$ cat src/rtl/sam_pkg.sv
// Shared constants, state encoding and sizing helper for the SAM memory arbiter.
package sam_pkg;

    localparam int SAM_AW       = 32;
    localparam int SAM_DW       = 32;
    localparam int SAM_MAX_WAIT = 4;
    localparam int SAM_TMO      = 64;

    typedef enum logic [1:0] {
        S_IDLE    = 2'd0,
        S_IF_WAIT = 2'd1,
        S_LS_WAIT = 2'd2,
        S_ERR     = 2'd3
    } sam_state_e;

    // Width needed to hold values 0..maxv inclusive.
    function automatic int cnt_w(input int maxv);
        return (maxv < 1) ? 1 : $clog2(maxv + 1);
    endfunction

endpackage

$ cat src/rtl/sam_arb_prio.sv
// Fetch/load-store priority select with a saturating fetch-denial counter.
module sam_arb_prio
    import sam_pkg::*;
#(
    parameter int MAX_WAIT = SAM_MAX_WAIT
) (
    input  logic clk,
    input  logic RN,
    input  logic if_req,
    input  logic ls_req,
    input  logic grant_en,
    output logic if_win,
    output logic ls_win
);

    localparam int CW = cnt_w(MAX_WAIT);
    localparam logic [CW-1:0] CNT_MAX = CW'(MAX_WAIT);

    logic [CW-1:0] deny_q;
    logic          starved;

    // Load/store normally wins; a fetch denied MAX_WAIT times in a row takes the slot.
    assign starved = (deny_q == CNT_MAX);
    assign if_win  = grant_en & if_req & (~ls_req | starved);
    assign ls_win  = grant_en & ls_req & ~if_win;

    always_ff @(posedge clk) begin
        if (RN) begin
            deny_q <= '0;
        end else if (if_win) begin
            deny_q <= '0;
        end else if (ls_win && if_req && !starved) begin
            deny_q <= deny_q + 1'b1;
        end
    end

endmodule

$ cat src/rtl/sam_mem_arb.sv
// Two-requester (fetch, load/store) single-outstanding memory arbiter with
// zero-latency response pass-through and a sticky response timeout.
module sam_mem_arb
    import sam_pkg::*;
#(
    parameter int AW       = SAM_AW,
    parameter int DW       = SAM_DW,
    parameter int MAX_WAIT = SAM_MAX_WAIT,
    parameter int TMO      = SAM_TMO
) (
    input  logic          clk,
    input  logic          RN,
    input  logic          if_req,
    input  logic [AW-1:0] if_addr,
    output logic          if_gnt,
    output logic          if_rvalid,
    output logic [DW-1:0] if_rdata,
    input  logic          ls_req,
    input  logic          ls_we,
    input  logic [AW-1:0] ls_addr,
    input  logic [DW-1:0] ls_wdata,
    output logic          ls_gnt,
    output logic          ls_rvalid,
    output logic [DW-1:0] ls_rdata,
    output logic          mem_req,
    output logic          mem_we,
    output logic [AW-1:0] mem_addr,
    output logic [DW-1:0] mem_wdata,
    input  logic          mem_rvalid,
    input  logic [DW-1:0] mem_rdata,
    output logic          stall,
    output logic          err
);

    localparam int TW = cnt_w(TMO);
    localparam logic [TW-1:0] TMO_LAST = TW'(TMO - 1);

    sam_state_e    state_q;
    logic [TW-1:0] tmo_q;
    logic          err_q;
    logic          grant_en;
    logic          if_win;
    logic          ls_win;
    logic          wait_st;

    assign grant_en = (state_q == S_IDLE) & ~RN;
    assign wait_st  = (state_q == S_IF_WAIT) | (state_q == S_LS_WAIT);

    sam_arb_prio #(
        .MAX_WAIT (MAX_WAIT)
    ) u_prio (
        .clk      (clk),
        .RN       (RN),
        .if_req   (if_req),
        .ls_req   (ls_req),
        .grant_en (grant_en),
        .if_win   (if_win),
        .ls_win   (ls_win)
    );

    // Command fields are forced to zero whenever no command is issued.
    assign if_gnt    = if_win;
    assign ls_gnt    = ls_win;
    assign mem_req   = if_win | ls_win;
    assign mem_we    = ls_win & ls_we;
    assign mem_addr  = if_win ? if_addr : (ls_win ? ls_addr : '0);
    assign mem_wdata = mem_req ? ls_wdata : '0;

    // Responses only count while a transaction is outstanding; gnt never sees mem_rvalid.
    assign if_rvalid = ~RN & (state_q == S_IF_WAIT) & mem_rvalid;
    assign ls_rvalid = ~RN & (state_q == S_LS_WAIT) & mem_rvalid;
    assign if_rdata  = if_rvalid ? mem_rdata : '0;
    assign ls_rdata  = ls_rvalid ? mem_rdata : '0;

    assign stall = ~RN & ((if_req & ~if_gnt) | (ls_req & ~ls_gnt) | wait_st);
    assign err   = err_q;

    always_ff @(posedge clk) begin
        if (RN) begin
            state_q <= S_IDLE;
            tmo_q   <= '0;
            err_q   <= 1'b0;
        end else begin
            case (state_q)
                S_IDLE: begin
                    tmo_q <= '0;
                    if (if_win)      state_q <= S_IF_WAIT;
                    else if (ls_win) state_q <= S_LS_WAIT;
                end
                S_IF_WAIT, S_LS_WAIT: begin
                    if (mem_rvalid) begin
                        state_q <= S_IDLE;
                    end else if (tmo_q == TMO_LAST) begin
                        state_q <= S_ERR;
                        err_q   <= 1'b1;
                    end else begin
                        tmo_q <= tmo_q + 1'b1;
                    end
                end
                S_ERR: state_q <= S_ERR;
                default: state_q <= S_IDLE;
            endcase
        end
    end

endmodule
$ cat config.mk
export PLATFORM = sky130hd
export DESIGN_NAME = sam_mem_arb
export DESIGN_NICKNAME = d
export VERILOG_FILES = /design/src/rtl/sam_pkg.sv /design/src/rtl/sam_arb_prio.sv /design/src/rtl/sam_mem_arb.sv
export SDC_FILE = /design/constraint.sdc
export NUM_CORES = 1
export LEC_CHECK = 0
export ABC_AREA = 1
export CAP_MARGIN = 40
export CORE_AREA = 3 3 103 105
export DETAILED_ROUTE_END_ITERATION = 8
export DIE_AREA = 0 0 106 108
export MAX_ROUTING_LAYER = met4
export PLACE_DENSITY = 0.71
export SYNTH_ARGS = -nofsm -noshare
export SYNTH_HDL_FRONTEND = slang
export SYNTH_SLANG_ARGS = --single-unit
$ cat constraint.sdc
create_clock -name clk -period 1.7 [get_ports clk]
set_clock_uncertainty 0.1 [all_clocks]
set_input_delay 0.34 -clock clk [delete_from_list [all_inputs] [get_ports clk]]
set_output_delay 0.34 -clock clk [all_outputs]
set_load 0.005 [all_outputs]
==> results.json <==
{
  "synthDominantCellAreaShare": 0.246,
  "critPathMaxFanout": 6,
  "reg2reg_depth": 12,
  "maxSlewHeadroom": 0.814,
  "status": "complete, but fails checks",
  "violations": "setup timing",
  "rsz0062_at_grt": "yes",
  "routabilityCongestion": 0.846,
  "fin_crit_ps": 2190,
  "ioPinCount": 270,
  "synthTopCellsByArea": "nand2_1, nor2_1, inv_1",
  "fillerInstances": 866,
  "cts_sinks": 13,
  "fp-row-count": 36,
  "fmax_ghz": 0.457,
  "cp.required_ps": 1260,
  "firstDrtPassIters": 4,
  "initial_core_util": 0.204,
  "synthFlopType": "dfxtp_1",
  "ys_top_cells_by_count": "nand2_1, nor2_1, inv_1",
  "cp_cell_sequence": "inv_2 > ha_4 > nand3_4 > buf_6 > nor2_4 > buf_12 > buf_6 > clkbuf_16 > nand2_1 > nand2_1 > buf_2",
  "synth_area_leader_cell": "nand2_1",
  "drc_errors": 0,
  "power_density_nw_per_um2": 724,
  "seqPwrFrac": 0.093,
  "end_kind": "output pin",
  "grt_pass1_wl_um": 18700,
  "area_growth_pct": 200,
  "port_buffers": 269,
  "tritoncts": "done",
  "antenna_found_initial": 0,
  "finalHoldViolCount": 0,
  "layout.nets": 883,
  "die_x_um": 106,
  "netlist_area_um2": 1990,
  "drive_above_1_share": 0.464,
  "yosysWarnings": 0,
  "n_antenna_cell": 0,
  "dp_hpwl_um": 9080,
  "synth_fp_nets": 549,
  "syn_area_per_cell_um2": 4.88,
  "htreeDepth": 1,
  "cts_buffers": 3,
  "intPower_uw": 2430,
  "final_util": 0.611,
  "ant_nets": 0,
  "min_from": "tmo_q[6]$_SDFFE_PP0P_",
  "worst_path_max_delay_cell": "dfxtp_2",
  "vias_per_cell": 4.29,
  "synth_cell_types": 22,
  "p_clk_frac": 0.066,
  "synth_edf_count": 0,
  "clk_latency_ps": 250,
  "switchingPower_uw": 1880,
  "timing.rr.end": "state_q[0]$_SDFFE_PP0P_",
  "cts.clk_slew.worst_paths_ps": 60,
  "irDropWorstVdd_uv": 558,
  "setup_viol": 135,
  "ff2ff_setup_slack_ps": 30,
  "p_leak_uw": 0.00312,
  "core_um2": 9730,
  "period_share": 1.29,
  "startpoint_type": "flip-flop",
  "comb_power_share": 0.841,
  "wl_per_cell_um": 15.7,
  "startpoint": "state_q[1]$_SDFFE_PP0P_",
  "cts_root_buf": "clkbuf_8",
  "p_sw_frac": 0.437,
  "finalSetupTns_ps": -41500,
  "worst_pin_slew_ps": 278,
  "routed_wl_um": 13700,
  "grt_pass1_vias": 3600,
  "hold_depth": 2,
  "grtUsageTotal": 0.206,
  "vias": 3741,
  "min_delay_worst_endpoint": "tmo_q[6]$_SDFFE_PP0P_",
  "die_h_um": 108,
  "synth_cells": 407,
  "slew_violations": 0,
  "ys_ff_latch": 13,
  "die_area_um2": 11400,
  "cp.arrival_ps": 1750,
  "ys_seq_area_frac": 0.131,
  "fin_ws_ps": -490,
  "r2r_start": "state_q[1]$_SDFFE_PP0P_",
  "max_stage_delay_ps": 320,
  "gr-total-overflow": 0,
  "grt_max_degree": 17,
  "hp-class": "reg2reg",
  "path_class": "reg2out",
  "clock_path_buffers": 2,
  "cap_violations": 0,
  "yosysMostFrequentCell": "nand2_1",
  "dr.first_iter.drc_count": 123,
  "async_flop_share": 0
}
[placed cells by master (no fill, tap or decap), types with 3 or more instances in the layout]
cell type and n:
dfxtp_2 5, inv_2 8, nand2_4 5, clkbuf_8 3
buf_12 19, a21oi_1 10, dfxtp_1 8, buf_2 93
clkdlybuf4s50_1 130, nand3_4 3, buf_6 47, ha_1 3
ha_4 4, nand2_1 107, nor2_4 59, buf_4 24
nand3_1 12, inv_1 73, nor2_2 12, nor2_1 44
clkbuf_16 5, dlygate4sd2_1 4, clkbuf_2 17, nand2_2 22
[worst max path at each step]
stage,endpoint,slack [ps]
after CTS,mem_addr[28],-510
after global placement,stall,-810
after detailed placement,mem_addr[11],-820
final,mem_addr[15],-490
after floorplan,mem_addr[22],1
after global routing,mem_addr[21],-570
[registers in the layout, summed over array words and instances, names as in the netlist]
register and flops:
err 1, state_q 2, tmo_q 7, u_prio.deny_q 3
[what timing repair did]
item | in CTS | in global routing
hold endpoints to repair | 0 | 0
hold buffers | 0 | 0
gates resized for setup | 599 | 186
setup endpoints to repair | 137 | 140
setup buffers | 35 | 12
cloned | 10 | 6
pin swaps | 10 | 37
[metal layers]
metal  vias up  global-route usage  routed length (µm)
met3        38              0.0388                 879
met5         -                   -                   0
li1       1845                   -                   -
met4         0              0.0389                 361
met2       162               0.410                7680
met1      1696               0.210                4830
[cell type report]
type | count | area [µm²] | share of cell area
timing repair buffer | 345 | 3210 | 0.539
multi-input combinational | 293 | 1920 | 0.323
inverter | 85 | 342 | 0.0574
sequential | 13 | 267 | 0.0448
tap | 133 | 166 | 0.0280
clock buffer | 3 | 41.3 | 0.00694
clock inverter | 1 | 5.00 | 0.000841
[critical path, delay by kind of cell (launching register included)]
family                   cells  cell delay (ps)
adder cells (fa/ha/maj)      1              170
buffers and inverters        6              690
flip-flops                   1              320
AND/OR/NAND/NOR              4              300
[power groups by stage]
stage / Clock (µW) / Sequential (µW) / Combinational, µW
finish: 284 / 402 / 3620
global placement: 0 / 394 / 2780
global route: 310 / 408 / 3900
detailed placement: 0 / 397 / 2840
floorplan: 0 / 395 / 1160
CTS: 298 / 401 / 3340
[cell families (layout without fill, tap and decap cells)]
logic type | count (synthesis) | after routing | share of synthesized area
AO/OA/AOI/OAI | 15 | 15 | 0.0416
AND/OR/NAND/NOR | 270 | 270 | 0.555
buffers and inverters | 101 | 434 | 0.222
flip-flops | 13 | 13 | 0.131
adder cells (fa/ha/maj) | 8 | 8 | 0.0504
[through the flow]
| stage | power [µW] | setup WS (ps) | cells | cell area [µm²] | hold WS (ps) |
|---|---|---|---|---|---|
| 3_5_place_dp | 3240 | -817 | 822 | 5050 | 338 |
| 6_report | 4310 | -490 | 873 | 5950 | 341 |
| 4_1_cts | 4030 | -514 | 869 | 5520 | 346 |
| 5_1_grt | 4610 | -565 | 873 | 5950 | 364 |
| 3_3_place_gp | 3180 | -813 | 822 | 5050 | 332 |
| 2_1_floorplan | 1550 | 0.998 | 407 | 1990 | 309 |
No activity file was read; power rests on OpenSTA's default activity.
